--- config.mk ---
export PLATFORM = sky130hd
export DESIGN_NAME = result_readout_buffer
export DESIGN_NICKNAME = d
export VERILOG_FILES = /design/src/rtl/result_readout_buffer.sv
export SDC_FILE = /design/constraint.sdc
export NUM_CORES = 1
export LEC_CHECK = 0
export ABC_AREA = 0
export ABC_CLOCK_PERIOD_IN_PS = 15100
export CAP_MARGIN = 20
export CORE_MARGIN = 2
export CORE_UTILIZATION = 31
export CTS_CLUSTER_SIZE = 12
export DETAILED_ROUTE_END_ITERATION = 12
export GPL_ROUTABILITY_DRIVEN = 0
export PLACE_DENSITY = 0.47
export SETUP_SLACK_MARGIN = 0.05
export SLEW_MARGIN = 10
export SYNTH_ARGS = -nofsm -noshare
export SYNTH_HDL_FRONTEND = slang
export SYNTH_SLANG_ARGS = --single-unit
--- constraint.sdc ---
create_clock -name clk_in -period 15.1 [get_ports clk_in]
set_input_delay 3.775 -clock clk_in [delete_from_list [all_inputs] [get_ports clk_in]]
set_output_delay 3.775 -clock clk_in [all_outputs]
set_load 0.02 [all_outputs]
--- src/rtl/result_readout_buffer.sv ---
// Circular result store between the search core and host registers; one word per host level edge.
// Enqueue/dequeue visible one cycle later; no backpressure to the core; words are dropped and counted when full.
module result_readout_buffer #(
  parameter int DATA_WIDTH = 32,
  parameter int DEPTH      = 8,
  parameter int CNT_W      = 16
) (
  input  logic                         clk_in,
  input  logic                         rst_in,
  input  logic [DATA_WIDTH-1:0]        data_in,
  input  logic                         valid_in,
  input  logic                         last_in,
  input  logic                         batch_mode_in,
  input  logic                         host_deq_in,
  input  logic                         flush_in,
  output logic [DATA_WIDTH-1:0]        data_out,
  output logic                         data_valid_out,
  output logic [$clog2(DEPTH+1)-1:0]   count_out,
  output logic [$clog2(DEPTH+1)-1:0]   committed_out,
  output logic                         full_out,
  output logic                         overflow_out,
  output logic [CNT_W-1:0]             drop_count_out
);

  localparam int PW = $clog2(DEPTH);
  localparam int CW = $clog2(DEPTH+1);

  logic [DATA_WIDTH-1:0] r_mem [DEPTH];
  logic [PW-1:0]         r_wr_ptr;
  logic [PW-1:0]         r_rd_ptr;
  logic [CW-1:0]         r_count;
  logic [CW-1:0]         r_committed;
  logic                  r_overflow;
  logic [CNT_W-1:0]      r_drop_count;
  logic                  r_deq_prev;

  logic                  w_full;
  logic                  w_deq_req;
  logic                  w_deq;
  logic                  w_enq;
  logic                  w_drop;
  logic [CW-1:0]         w_count_next;
  logic [CW-1:0]         w_committed_next;

  assign w_full    = (r_count == CW'(DEPTH));
  assign w_deq_req = host_deq_in & ~r_deq_prev;

  // Flush wins over any same-cycle traffic, so it gates every state-changing strobe.
  assign w_deq  = w_deq_req && (r_committed != '0) && !flush_in;
  assign w_enq  = valid_in && (!w_full || w_deq) && !flush_in;
  assign w_drop = valid_in && w_full && !w_deq && !flush_in;

  assign w_count_next = r_count + CW'(w_enq) - CW'(w_deq);

  // A frame's last word releases everything stored, even if that word itself was dropped.
  always_comb begin
    w_committed_next = r_committed - CW'(w_deq);
    if (!batch_mode_in || (valid_in && last_in)) begin
      w_committed_next = w_count_next;
    end
  end

  always_ff @(posedge clk_in) begin
    if (w_enq) begin
      r_mem[r_wr_ptr] <= data_in;
    end
  end

  always_ff @(posedge clk_in) begin
    r_deq_prev <= host_deq_in;
    if (rst_in || flush_in) begin
      r_wr_ptr     <= '0;
      r_rd_ptr     <= '0;
      r_count      <= '0;
      r_committed  <= '0;
      r_overflow   <= 1'b0;
      r_drop_count <= '0;
    end else begin
      if (w_enq) begin
        r_wr_ptr <= r_wr_ptr + PW'(1);
      end
      if (w_deq) begin
        r_rd_ptr <= r_rd_ptr + PW'(1);
      end
      r_count     <= w_count_next;
      r_committed <= w_committed_next;
      if (w_drop) begin
        r_overflow <= 1'b1;
        if (r_drop_count != '1) begin
          r_drop_count <= r_drop_count + CNT_W'(1);
        end
      end
    end
  end

  assign data_out       = r_mem[r_rd_ptr];
  assign data_valid_out = (r_committed != '0);
  assign count_out      = r_count;
  assign committed_out  = r_committed;
  assign full_out       = w_full;
  assign overflow_out   = r_overflow;
  assign drop_count_out = r_drop_count;

endmodule
==> flow_metrics.env, run 1 <==
export IMPL_vias=5539
export IMPL_grt_overflow_total=0
export IMPL_clock_skew_ps=7.58
export IMPL_cts_max_level=2
export IMPL_detail_route_antenna_nets=0
export IMPL_ir_worst_vdd_mv=0.0636
export IMPL_fmaxAchievable_mhz=138
export IMPL_grt_pass1_vias=6009
export IMPL_tightest_slew_ps=1040
export IMPL_setup_tns_ps=0
export IMPL_area_delta_synth_final_pct=23.5
export IMPL_min_period_over_period_pct=47.9
export IMPL_holdPathStages=2
export IMPL_synth_seq_area_share_pct=74.2
export IMPL_setup_viol=0
export IMPL_hold_start="overflow_out"
export IMPL_root_buffer="clkbuf_16"
export IMPL_syn_instance_count=562
export IMPL_cts_hold_buf=0
export IMPL_num_fill_cells=3265
export IMPL_wl_per_cell_um=20.6
export IMPL_multi_input_area_um2=2820
export IMPL_crit_path_end_kind="primary output"
export IMPL_synth_distinct_cells=38
export IMPL_synth_edf_count=256
export IMPL_clk_pin_slew_ps=60
export IMPL_worst_r2r_endpoint="committed_out[3]"
export IMPL_grt_max_degree=65
export IMPL_final_nets=734
export IMPL_finalHoldViolations=0
export IMPL_syn_num_nets=612
export IMPL_clock_latency_ps=500
export IMPL_initial_utilization_pct=31.6
export IMPL_p_leak_nw=4.33
export IMPL_cts_buffers=34
export IMPL_slew_violations=0
export IMPL_dp_slack_ps=8290
export IMPL_yosysWarnings=0
export IMPL_cts_setup_buffers=0
export IMPL_die_y_um=195
export IMPL_post_dp_hpwl_um=13000
export IMPL_r2r_cells=13
export IMPL_cts_tree="done"
export IMPL_syn_area_per_cell_um2=20.1
export IMPL_rsz0062_at_grt="false"
export IMPL_outcome="finished clean"
export IMPL_core_area_um2=35700
export IMPL_io_buffers=97
export IMPL_r2r_setup_slack_ps=12070
export IMPL_critical_path_max_fanout=40
export IMPL_async_flop_share_pct=0
export IMPL_dieArea_um2=38000
export IMPL_cp_start_kind="register"
export IMPL_ios=98
export IMPL_insertedDiodeCount=0
export IMPL_rows=69
export IMPL_worstSetupPathType="reg2out"
export IMPL_layout_setup_ws_ps=7860
export IMPL_clock_path_buffers=3
export IMPL_relSlewSlack_pct=30.7
export IMPL_ys_ff_latch=291
export IMPL_drt_drc_violations_left=0
export IMPL_critPathRequiredTime_ps=11320
export IMPL_worst_hold_path_type="reg2reg"
export IMPL_powerDensity_nw_per_um2=123
export IMPL_die_width_um=195
export IMPL_synth_flop_cell="edfxtp_1"
export IMPL_antenna_found_initial=1
export IMPL_grt_first_pass_wirelength_um=36900
export IMPL_final_util_pct=39.0
export IMPL_maxCapViolCount=0
export IMPL_drt_total_wl_um=24100
export IMPL_post_drt_via_cell_ratio=4.75
export IMPL_crit_arrival_ps=3460
export IMPL_grt_usage_pct=12.9
export IMPL_timing_hold_ws_ps=453
export IMPL_holdPathEnd="overflow_out"
export IMPL_r2r_start="count_out[2]"
export IMPL_cts_sinks=291
export IMPL_postCtsResizedCells=0
export IMPL_register_area_um2=8400
export IMPL_drive_above_1_share_pct=23.8
export IMPL_min_period_ps=7240
export IMPL_drtIter0Drc=362
export IMPL_syn_area_um2=11300
export IMPL_firstDrtPassIters=4
## synth_stat cells (all sizes together), types with 2 or more instances
library cell / n / area share [%]
mux4: 64 / 13
dfxtp: 35 / 6.2
nand4: 6 / 0.33
buf: 10 / 0.48
clkbuf: 12 / 0.40
inv: 11 / 0.37
mux2i: 3 / 0.27
nor4: 11 / 1.0
nor3: 12 / 0.53
nor3b: 2 / 0.18
xor2: 7 / 0.54
nand3: 12 / 0.53
mux2: 32 / 3.2
xnor2: 14 / 1.1
nand2b: 3 / 0.17
edfxtp: 256 / 68
o21ai: 3 / 0.13
nand2: 10 / 0.33
a21oi: 4 / 0.18
ha: 10 / 1.1
nor2: 30 / 1.0
and3: 2 / 0.11
and2: 3 / 0.17
## routing by layer
layer | vias up | global-route usage, % | part of all wire [%]
li1 | 2514 | - | -
met1 | 2853 | 16.9 | 45
met2 | 135 | 21.5 | 48
met3 | 35 | 3.26 | 5.6
met4 | 2 | 3.05 | 1.5
met5 | - | 0 | 0.066
## cell usage in the layout (no fill, tap or decap), drive strengths merged, types with 2 or more instances in the layout
cell type / instances
buf: 11
clkinv: 8
nor3b: 2
nor3: 12
a21oi: 4
nand4: 6
clkdlybuf4s50: 97
nand2b: 3
nor2: 30
inv: 13
dfxtp: 35
nand3: 12
clkbuf: 45
nor4: 11
mux4: 64
mux2: 32
ha: 10
and3: 2
and2: 3
o21ai: 3
edfxtp: 256
bufinv: 3
xnor2: 14
nand2: 10
mux2i: 3
xor2: 7
## per-stage QoR
step | cells | total power [mW] | area [um2]
after floorplan | 562 | 0.927 | 11300
after detailed placement | 1109 | 0.962 | 12900
final | 1167 | 1.72 | 14000
after global placement | 1109 | 0.959 | 12900
after CTS | 1167 | 1.75 | 14000
after global routing | 1167 | 1.79 | 14000
## sequential cells by signal, indices dropped and copies added, names as in the netlist, named ones only
register,flops
r_wr_ptr,3
committed_out,4
r_deq_prev,1
drop_count_out,16
count_out,4
overflow_out,1
r_mem,256
r_rd_ptr,3
## area by class of cell
class / instances / share of cell area, %
flip-flops and latches: 291 / 60.2
repair buffers: 108 / 7.55
inverters: 11 / 0.296
multi-input cells: 238 / 20.2
clock buffers: 45 / 6.62
clock inverters: 13 / 1.01
well taps: 461 / 4.13
## kinds of logic (layout without fill, tap and decap cells)
kind of cell	after synthesis	in the layout	synth area share (%)
AO/OA/AOI/OAI	12	12	0.786
flip-flops	291	291	74.2
buffers and inverters	33	177	1.24
XOR/XNOR	21	21	1.63
multiplexers	99	99	16.2
AND/OR/NAND/NOR	95	95	4.61
adder cells (fa/ha/maj)	11	11	1.28
## worst max-delay path, cell delays in order, from the launching register on
cell	delay [ps]
dfxtp_4	680
buf_4	770
mux4_2	580
mux2_2	280
clkdlybuf4s50_1	610
## report_power, final
| part | internal, mW | leakage, nW | switching (mW) |
|---|---|---|---|
| Clock | 0.480 | 0.520 | 0.298 |
| Combinational | 0.0287 | 1.21 | 0.0315 |
| Sequential | 0.881 | 2.60 | 0.00252 |
| Total | 1.39 | 4.33 | 0.332 |
## how the worst max path moves through the flow
stage | startpoint | endpoint | slack, ps | depth (start not counted)
2_1_floorplan | host_deq_in | r_mem[0][0] | 7160 | 4
3_3_place_gp | register | data_out[2] | 8280 | 4
3_5_place_dp | register | data_out[2] | 8290 | 4
4_1_cts | register | data_out[2] | 7750 | 4
5_1_grt | register | data_out[2] | 7600 | 4
6_report | register | data_out[2] | 7860 | 4
(Power assumes the default switching activity.)
==> run 2: changes to the inputs <==
--- a/config.mk
+++ b/config.mk
@@ -6,7 +6,7 @@
 export NUM_CORES = 1
 export LEC_CHECK = 0
 export ABC_AREA = 0
-export ABC_CLOCK_PERIOD_IN_PS = 15100
+export ABC_CLOCK_PERIOD_IN_PS = 7200
 export CAP_MARGIN = 20
 export CORE_MARGIN = 2
 export CORE_UTILIZATION = 31
==> constraint.sdc (replaced) <==
create_clock -name clk_in -period 7.2 [get_ports clk_in]
set_input_delay 1.8 -clock clk_in [delete_from_list [all_inputs] [get_ports clk_in]]
set_output_delay 1.8 -clock clk_in [all_outputs]
set_load 0.02 [all_outputs]
==> run 2 against run 1 <==
Compared with the run above: clock-buffer cell count decreased by 1; highest routed layer is now met4; worst setup slack got worse by 5900 ps; utilization increased by 0.16 points; largest power group unchanged; hold slack improved by 2.9 ps.
==> flow_metrics.env, run 2 (synthesis results as in run 1) <==
export IMPL_crit_path_end_kind="primary output"
export IMPL_cts_max_level=2
export IMPL_final_nets=733
export IMPL_final_common_cell="edfxtp_1"
export IMPL_setup_viol=0
export IMPL_relSlewSlack_pct=32.3
export IMPL_die_y_um=195
export IMPL_crit_arrival_ps=3420
export IMPL_firstDrtPassIters=4
export IMPL_grt_overflow_total=0
export IMPL_worstSetupPathType="reg2out"
export IMPL_setup_tns_ps=0
export IMPL_top_register="r_mem"
export IMPL_area_delta_synth_final_pct=24.0
export IMPL_post_drt_via_cell_ratio=4.79
export IMPL_design_power_total_mw=3.69
export IMPL_min_period_over_period_pct=72.5
export IMPL_worst_hold_path_type="reg2reg"
export IMPL_grt_usage_pct=13.0
export IMPL_clock_path_buffers=3
export IMPL_vias=5602
export IMPL_clock_latency_ps=490
export IMPL_tightest_slew_ps=1020
export IMPL_cts_tree="done"
export IMPL_critPathSlowestCell="dfxtp_4"
export IMPL_outcome="finished clean"
export IMPL_postCtsResizedCells=0
export IMPL_final_util_pct=39.2
export IMPL_fmaxAchievable_mhz=191
export IMPL_grt_max_degree=65
export IMPL_cts_buffers=34
export IMPL_clk_pin_slew_ps=60
export IMPL_rsz0062_at_grt="false"
export IMPL_cp_start_kind="register"
export IMPL_layout_setup_ws_ps=1980
export IMPL_insertedDiodeCount=0
export IMPL_drive_above_1_share_pct=24.0
export IMPL_maxCapViolCount=0
export IMPL_die_width_um=195
export IMPL_core_area_um2=35700
export IMPL_cts_sinks=291
export IMPL_path_delay_family="buffers and inverters"
export IMPL_antenna_found_initial=0
export IMPL_final_cell_mix="edfxtp_1, clkdlybuf4s50_1, mux4_2"
export IMPL_largest_reg_flops=256
export IMPL_worst_path_buf_inv=2
export IMPL_dp_slack_ps=2370
export IMPL_critPathRequiredTime_ps=5400
export IMPL_ios=98
export IMPL_rows=69
export IMPL_detail_route_antenna_nets=0
export IMPL_num_fill_cells=3292
export IMPL_ir_worst_vdd_mv=0.159
export IMPL_grt_pass1_vias=6157
export IMPL_p_leak_nw=4.35
export IMPL_drt_total_wl_um=24100
export IMPL_slew_violations=0
export IMPL_clock_skew_ps=8.28
export IMPL_critical_path_max_fanout=43
export IMPL_timing_hold_ws_ps=456
export IMPL_dieArea_um2=38000
export IMPL_post_dp_hpwl_um=13000
export IMPL_max_stage_delay_ps=940
export IMPL_crit_path_cell_trace="buf_4, mux4_2, mux2_2, clkdlybuf4s50_1"
export IMPL_grt_first_pass_wirelength_um=37200
export IMPL_root_buffer="clkbuf_16"
export IMPL_cts_hold_buf=0
export IMPL_io_buffers=97
export IMPL_drt_drc_violations_left=0
export IMPL_drtIter0Drc=299
export IMPL_initial_utilization_pct=31.6
export IMPL_min_period_ps=5220
export IMPL_powerDensity_nw_per_um2=263
export IMPL_finalHoldViolations=0
export IMPL_wl_per_cell_um=20.6
export IMPL_cts_setup_buffers=0
-- run 2: cell types whose count changed in the layout (fill, tap and decap cells not counted), sizes merged --
cell,before,now
inv,13,11
clkinvlp,0,1
buf,11,10
clkbuf,45,44
bufinv,3,4
clkinv,8,12
-- run 2: per-layer routing --
layer  share of wire [%]  wire length (um)  vias up  global-route usage (%)
met2                  49             11900      127                    22.0
met4                 1.7               398        0                    3.36
met3                 4.6              1110       35                    3.11
met5                   0                 0        -                       0
met1                  44             10700     2922                    16.9
li1                    -                 -     2518                       -
-- run 2: metrics by stage --
step / instance area (um2) / cells
2_1_floorplan: 11300 / 562
3_3_place_gp: 12900 / 1108
3_5_place_dp: 12900 / 1108
4_1_cts: 14000 / 1169
5_1_grt: 14000 / 1169
6_report: 14000 / 1169
-- run 2: cell type report --
class / instances / area, um2 / share of cell area [%]
tap: 461 / 577 / 4.12
timing repair buffer: 107 / 1050 / 7.47
sequential: 291 / 8400 / 59.9
clock buffer: 44 / 952 / 6.80
clock inverter: 17 / 179 / 1.28
inverter: 11 / 41.3 / 0.295
multi-input combinational: 238 / 2820 / 20.1
-- run 2: final timing paths --
path,startpoint,end,slack (ps),depth (start not counted)
hold reg to reg,overflow_out,overflow_out,460,2
setup reg to reg,count_out[2],committed_out[1],4230,12
setup / recovery,register,data_out[5],1980,4
hold / removal,overflow_out,overflow_out,460,2
-- run 2: power by group --
group,total (mW),switching [mW],internal (mW)
Clock,1.71,0.633,1.07
Combinational,0.125,0.0652,0.0602
Sequential,1.85,0.00585,1.85
Total,3.69,0.704,2.98
-- run 2: worst min-delay path: cells and delay by family, from the launching register on --
family	cells	cell delay [ps]
flops	1	310
buf+inv	1	50
compound gates	1	50
